===== config.mk =====
export PLATFORM = sky130hd
export DESIGN_NAME = pythag_leg_solver
export DESIGN_NICKNAME = d
export VERILOG_FILES = /design/src/rtl/pythag_leg_solver.sv
export SDC_FILE = /design/constraint.sdc
export NUM_CORES = 1
export LEC_CHECK = 0
export ABC_AREA = 1
export CAP_MARGIN = 20
export CORE_UTILIZATION = 35
export DETAILED_ROUTE_END_ITERATION = 12
export SLEW_MARGIN = 0
export SYNTH_ARGS = -nofsm -noshare
export SYNTH_HDL_FRONTEND = slang
export SYNTH_SLANG_ARGS = --single-unit

===== constraint.sdc =====
create_clock -name clk -period 13.5 [get_ports clk]
set_input_delay 3.375 -clock clk [delete_from_list [all_inputs] [get_ports clk]]
set_output_delay 3.375 -clock clk [all_outputs]
set_load 0.05 [all_outputs]

===== src/rtl/pythag_leg_solver.sv =====
// pythag_leg_solver
//   Given hypotenuse R and one leg X, computes the other leg
//   Y = floor(sqrt(R*R - X*X)) with an MSB-first bit-serial square root,
//   one result bit per enabled clock. If X > R, there is no real result,
//   and err is flagged instead.
//
// Ports
//   clk        in   clock, rising edge
//   rst        in   asynchronous active-high reset
//   ena        in   clock enable; when low, all state holds
//   in_valid   in   r_in/x_in valid
//   in_ready   out  block can accept operands (IDLE and ena)
//   r_in       in   [W-1:0] hypotenuse R, unsigned
//   x_in       in   [W-1:0] known leg X, unsigned
//   out_valid  out  result valid (DONE)
//   out_ready  in   consumer accepts result
//   y_out      out  [W-1:0] computed leg Y
//   err        out  X > R, y_out forced to 0
module pythag_leg_solver #(
  parameter int W = 8
) (
  input  logic         clk,
  input  logic         rst,
  input  logic         ena,
  input  logic         in_valid,
  output logic         in_ready,
  input  logic [W-1:0] r_in,
  input  logic [W-1:0] x_in,
  output logic         out_valid,
  input  logic         out_ready,
  output logic [W-1:0] y_out,
  output logic         err
);

  localparam int KW = (W > 1) ? $clog2(W) : 1;

  typedef enum logic [1:0] {
    S_IDLE = 2'd0,
    S_ROOT = 2'd1,
    S_DONE = 2'd2
  } state_t;

  state_t r_state;
  state_t w_state_next;

  logic [2*W-1:0] r_diff;
  logic [W-1:0]   r_result;
  logic [KW-1:0]  r_k;
  logic [W-1:0]   r_y;
  logic           r_err;

  // Operand squares are formed at full 2W width so that nothing truncates.
  logic [2*W-1:0] w_r_sq;
  logic [2*W-1:0] w_x_sq;
  logic [2*W-1:0] w_diff;
  logic           w_x_gt_r;
  logic           w_accept;
  logic           w_out_hs;

  logic [W-1:0]   w_bit;
  logic [W-1:0]   w_trial;
  logic [2*W-1:0] w_trial_sq;
  logic [W-1:0]   w_result_next;

  assign w_r_sq   = {{W{1'b0}}, r_in} * {{W{1'b0}}, r_in};
  assign w_x_sq   = {{W{1'b0}}, x_in} * {{W{1'b0}}, x_in};
  // When X > R, this value wraps, but it is never used because that path goes
  // straight to DONE with err set.
  assign w_diff   = w_r_sq - w_x_sq;
  assign w_x_gt_r = (x_in > r_in);

  // in_ready is also masked by rst, so it reads 0 during reset even though
  // the state register already sits in IDLE.
  assign in_ready  = (r_state == S_IDLE) && ena && !rst;
  assign out_valid = (r_state == S_DONE);
  assign y_out     = r_y;
  assign err       = r_err;

  assign w_accept = ena && in_valid && (r_state == S_IDLE);
  assign w_out_hs = ena && out_ready && (r_state == S_DONE);

  // One square-root step: tentatively set bit k and keep it if the square
  // still fits under the difference.
  assign w_bit         = {{(W-1){1'b0}}, 1'b1} << r_k;
  assign w_trial       = r_result | w_bit;
  assign w_trial_sq    = {{W{1'b0}}, w_trial} * {{W{1'b0}}, w_trial};
  assign w_result_next = (w_trial_sq <= r_diff) ? w_trial : r_result;

  always_ff @(posedge clk or posedge rst) begin
    if (rst) begin
      r_state <= S_IDLE;
    end else if (ena) begin
      r_state <= w_state_next;
    end
  end

  always_comb begin
    w_state_next = r_state;
    case (r_state)
      S_IDLE: begin
        if (w_accept) begin
          w_state_next = w_x_gt_r ? S_DONE : S_ROOT;
        end
      end
      S_ROOT: begin
        if (r_k == '0) begin
          w_state_next = S_DONE;
        end
      end
      S_DONE: begin
        if (w_out_hs) begin
          w_state_next = S_IDLE;
        end
      end
      default: w_state_next = S_IDLE;
    endcase
  end

  always_ff @(posedge clk or posedge rst) begin
    if (rst) begin
      r_diff   <= '0;
      r_result <= '0;
      r_k      <= '0;
      r_y      <= '0;
      r_err    <= 1'b0;
    end else if (ena) begin
      case (r_state)
        S_IDLE: begin
          if (w_accept) begin
            r_diff   <= w_diff;
            r_result <= '0;
            r_k      <= KW'(W - 1);
            if (w_x_gt_r) begin
              r_err <= 1'b1;
              r_y   <= '0;
            end
          end
        end
        S_ROOT: begin
          r_result <= w_result_next;
          if (r_k == '0) begin
            r_y   <= w_result_next;
            r_err <= 1'b0;
          end else begin
            r_k <= r_k - 1'b1;
          end
        end
        default: begin
        end
      endcase
    end
  end

endmodule


# Yosys cells after proc, flatten, opt, wreduce, memory -nomap -nowiden
# Index checks and enable logic that the tools add are counted.
[totals]
reg_bits = 38
input_bits = 21
output_inout_bits = 11
wordCells = 56
[classes]
addsub = 2
multipliers = 3
magnitude_cmp = 2
eq_ne = 7
shifts = 1
muxes = 19
bitwise_logic = 1
reduce_logical = 15
[ops]
columns = ["op", "n"]
rows = [
  ["multiplier 8 x 8 -> 16 bit", 3],
  ["two-way mux 8 bit", 5],
  ["one-hot mux 8 bit (2 select lines)", 2],
  ["less-or-equal comparator 16 bit", 1],
  ["subtractor 16 bit", 1],
  ["> comparator 8 bit", 1],
  ["two-way mux 2 bit", 4],
  ["inequality test 2 bit, second input constant", 4],
  ["bitwise OR 8 bit", 1],
  ["AND reduction 4 bit", 2],
  ["left shift 1 x 3 -> 8 bit, first input constant", 1],
  ["logical AND 1 bit", 6],
  ["two-way mux 3 bit", 2],
  ["one-hot mux 2 bit (3 select lines)", 1],
  ["one-hot mux 3 bit (2 select lines)", 1],
  ["AND reduction 3 bit", 2],
  ["AND reduction 5 bit", 1],
  ["logical NOT 3 bit", 1],
  ["two-way mux 1 bit", 3],
  ["subtractor 3 x 1 -> 3 bit, second input constant", 1],
  ["== test 2 x 1 -> 1 bit, second input constant", 1],
  ["== test 2 bit, second input constant", 1],
  ["logical NOT 2 bit", 1],
  ["inequality test 2 x 1 -> 1 bit, second input constant", 1],
  ["3 further kinds", 3],
]

# Longest topological paths before layout
[depth]
ltp_word = 7
depth_mapped = 30
depth_no_buf = 30

# Least setup slack after synthesis
# No wires, ideal clock.
[synth_path]
kind = "in2reg"
start = "in r_in[2]"
end = "reg r_diff[9]"
setup_ps = 126
t_arrival_ps = 7874
t_required_ps = 13374
path_slack_ps = 5500
cell_stages = 21
path_buffers = 1
cell_sequence = "clkbuf_1 -> nand2_1 -> inv_1 -> fa_1 -> inv_1 -> fa_1 -> inv_1 -> fa_1 -> inv_1 -> fa_1 -> fa_1 -> fa_1 -> inv_1 -> ha_1 -> a21oi_1 -> nor2_1 -> nor2_1 -> nand2_1 -> or2_2 -> nand3_1 -> o21ai_0"
[synth_via]
elab_chain_len = 2
[synth_lines]
columns = ["item", "line_no", "text"]
rows = [
  ["start, declared", "27", "input logic [W-1:0] r_in,"],
  ["multiplier 8 x 8 -> 16 bit", "65", "assign w_r_sq = {{W{1'b0}}, r_in} * {{W{1'b0}}, r_in};"],
  ["subtractor 16 bit", "69", "assign w_diff = w_r_sq - w_x_sq;"],
  ["end signal, assigned", "130", "r_diff <= w_diff;"],
  ["end, declared", "46", "logic [2*W-1:0] r_diff;"],
]
# No other way between the ends.
# A chain may end at the register's enable or synchronous reset.

# Worst setup path after layout
[layout_path]
start = "in r_in[1]"
end = "reg r_diff[9]"
# The elaborated chain is that of the path after synthesis.

==> out/summary.md <==
Port buffering added 31 buffers. For the number of top-level design ports, the log shows 32. The clock skew is 0.00813 ns.

The final period demand of the worst path was 8.51 ns. Counting flops with a built-in enable in the synthesized netlist gives 0. For the via count of the first global-routing pass, the log shows 6242. The run gives 13.1 mm as the half-perimeter wire length after placement. The share of Yosys cell area claimed by the top area cell type is 0.269. The tools report the minimum setup slack in the final design as 4.99 ns.

The clock buffer count from CTS was 5; the ratio of final minimum period to clock period was 0.630. Average cell area after synthesis: 7.68 um2. For the global-route usage over all layers, the log shows 0.151. The run gives 8.64 ns as the critical path data arrival time.

TritonCTS built the clock tree. The logs give 15.2 mm for the sum of routed wire length over all layers and 0 for the final number of hold-violating endpoints. Summed over all failing endpoints, the final setup total negative slack is 0 ns. In this run the deepest clock path goes through 2 buffers. In the post-synthesis netlist, the cell with the most instances is sky130_fd_sc_hd__inv_1.

In this run the horizontal extent of the chip is 151 um. Prior to clock tree synthesis, the placed netlist has a worst setup slack of 4.71 ns. By count the netlist is led by 260 x sky130_fd_sc_hd__inv_1, 237 x sky130_fd_sc_hd__nand2_1, 112 x sky130_fd_sc_hd__ha_1. The logs give 21800 um2 for the core area and 0.355 for the initial cell density of the core. After synthesis the netlist holds a flip-flop and latch count of 38. The run gives 0 as the initial antenna violation count. In this run the remaining antenna-violating nets after routing total 0.

After the last flow step, the layout net total stands at 1262. The congestion estimate from routability-driven global placement came to 0.805. The cell area that synthesis handed to floorplanning was 7730 um2. In this run the clock root is driven by a sky130_fd_sc_hd__clkbuf_16. Cell accounting for the most synthesized area: sky130_fd_sc_hd__fa_1.

The clock transition at the registers of the reported paths is 0.06 ns. Yosys mapped the design onto 41 distinct sky130hd cell types. For the detailed-routing iteration count for the pre-antenna-repair pass, the log shows 5. The run gives 1007 as the synthesized netlist cell count. The number of instances resized during post-cts repair was 0. The number of max-slew violations in the final report was 0.

Fraction of layout instances using a drive strength above 1: 0.0283. By area the synthesized netlist is led by sky130_fd_sc_hd__fa_1 27%, sky130_fd_sc_hd__ha_1 18%, sky130_fd_sc_hd__inv_1 13%. Relative slew slack: 0.473.

Buffers inserted to repair hold after CTS numbered 0. For the site row count, the log shows 54. The first global-routing pass estimated 27.9 mm of wire. The layout overhead on the synthesized area was 9.47%; the total of max-cap violations was 0. For the final core area utilization, the log shows 0.389. Dominant synthesized flop cell: sky130_fd_sc_hd__dfrtp_1. Clock tree synthesis found a total of 38 sinks. Setup violations remaining at the end of the flow were counted as 0.

The clock tree synthesis step divided the H-tree into 2 levels. In this run the worst path has a maximum fanout of 9. The required arrival time at the worst endpoint was 13.63 ns; the post-synth net total was 1244. In the routed design, unresolved DRC markers number 0. The number of warnings issued by yosys is 0.

The fraction of registers with async set or reset after synthesis is 1.00. The flow ran to the end, and the final reports show no timing, DRC or antenna violations. The slew of the pin with the lowest slew margin is 0.790 ns, and the antenna diode count is 0. The routed layout has 6003 vias. Leaving out filler cells and counting taps, the final layout contains 1306.

For the worst-skew pair, the clock arrives at the later sink with an insertion delay of 0.28 ns. The first-iteration detailed-routing DRC count was 227; the sequential-to-total area share from yosys stat was 0.123. The startpoint type of the worst setup path was a primary input. The critical path is of the primary input to flip-flop type. The die covers 22700 um2.

The number of post-CTS setup repair buffers is 0. The tools report the type of element capturing the critical path as a flip-flop. Dividing the detail-routed wire length by the instance count gives 11.6 um. The total congestion overflow after global routing is 0, and the die outline height is 151 um.

The per-cell via count in the routed design is 4.60. Setup repair after global routing left no endpoint under its margin. Entering global routing, the biggest net connects 39 pins. The worst min-delay path category was flip-flop to flip-flop.

For this run, the top clock speed supported by timing is 118 MHz. In this run, placement finished with an instance count of 1298.
[worst paths after layout]
path                            slack (ns)  startpoint         to  cells past startpoint
worst max-delay path                  4.99     r_in[1]  r_diff[9]                     21
worst min-delay path                  0.47         err        err                      2
worst max register to register        7.18      r_k[0]   y_out[2]                     25
worst min register to register        0.47         err        err                      2
max in group asynchronous             9.60         rst     r_k[2]                      3
min in group asynchronous             3.55         rst  r_diff[4]                      3
[worst max-delay path, stage by stage]
cell,delay (ns)
sky130_fd_sc_hd__clkdlybuf4s50_1,0.62
sky130_fd_sc_hd__nand2_1,0.22
sky130_fd_sc_hd__inv_1,0.09
sky130_fd_sc_hd__fa_1,0.51
sky130_fd_sc_hd__inv_1,0.05
sky130_fd_sc_hd__fa_1,0.47
sky130_fd_sc_hd__inv_1,0.05
sky130_fd_sc_hd__fa_1,0.49
sky130_fd_sc_hd__inv_1,0.06
sky130_fd_sc_hd__fa_1,0.55
sky130_fd_sc_hd__fa_1,0.42
sky130_fd_sc_hd__fa_1,0.49
sky130_fd_sc_hd__inv_1,0.04
sky130_fd_sc_hd__ha_1,0.33
sky130_fd_sc_hd__a21oi_1,0.22
sky130_fd_sc_hd__nor2_1,0.06
sky130_fd_sc_hd__nor2_1,0.08
sky130_fd_sc_hd__nand2_1,0.09
sky130_fd_sc_hd__or2_2,0.27
sky130_fd_sc_hd__nand3_1,0.06
sky130_fd_sc_hd__o21ai_0,0.07
[through the flow]
stage,hold slack [ns],area (um2)
2_1_floorplan,0.449,7730
6_report,0.467,8460
3_3_place_gp,0.454,8300
3_5_place_dp,0.458,8300
4_1_cts,0.473,8460
5_1_grt,0.509,8460
[sequential cells by signal, summed over array words and instances (netlist names)]
register and count:
y_out 8, r_k 3, err 1, r_diff 16
r_state 2, r_result 8
[cell type report]
class	instances	area [um2]
fillers	2241	13300
multi-input cells	682	5680
inverters	266	1000
flip-flops and latches	38	951
well taps	280	350
repair buffers	32	318
clock buffers	5	125
clock inverters	3	40.0
[placed cells by master (no fill, tap or decap), types with 11 or more instances in the layout]
cell	count
sky130_fd_sc_hd__dfrtp_1	38
sky130_fd_sc_hd__fa_1	104
sky130_fd_sc_hd__nor2_1	41
sky130_fd_sc_hd__xnor2_1	18
sky130_fd_sc_hd__clkdlybuf4s50_1	31
sky130_fd_sc_hd__inv_1	260
sky130_fd_sc_hd__nand3_1	53
sky130_fd_sc_hd__xor2_1	11
sky130_fd_sc_hd__nand2_1	237
sky130_fd_sc_hd__a21oi_1	36
sky130_fd_sc_hd__o21ai_0	27
sky130_fd_sc_hd__ha_1	112
[logic make-up (layout without fill, tap and decap cells)]
family | count (synthesis) | after routing | share of synthesized area
adders and majority gates | 216 | 216 | 0.451
xor gates and xnor gates | 29 | 29 | 0.0329
muxes | 1 | 1 | 0.00129
buffers and inverters | 287 | 306 | 0.143
AOI/OAI and AO/OA | 83 | 83 | 0.0633
other | 1 | 1 | 0.000485
DFF | 38 | 38 | 0.123
and+or+nand+nor | 352 | 352 | 0.186
[per-layer routing]
metal	track usage	up-vias	part of all wire	routed length (um)
li1	-	3045	-	-
met1	0.208	2890	0.49	7380
met2	0.264	62	0.48	7340
met3	0.0115	6	0.025	383
met4	0.0170	0	0.0047	72
met5	0	-	0	0
Power is not shown: default switching activity piles up to over one toggle a cycle in this logic, so the estimate is an artifact.
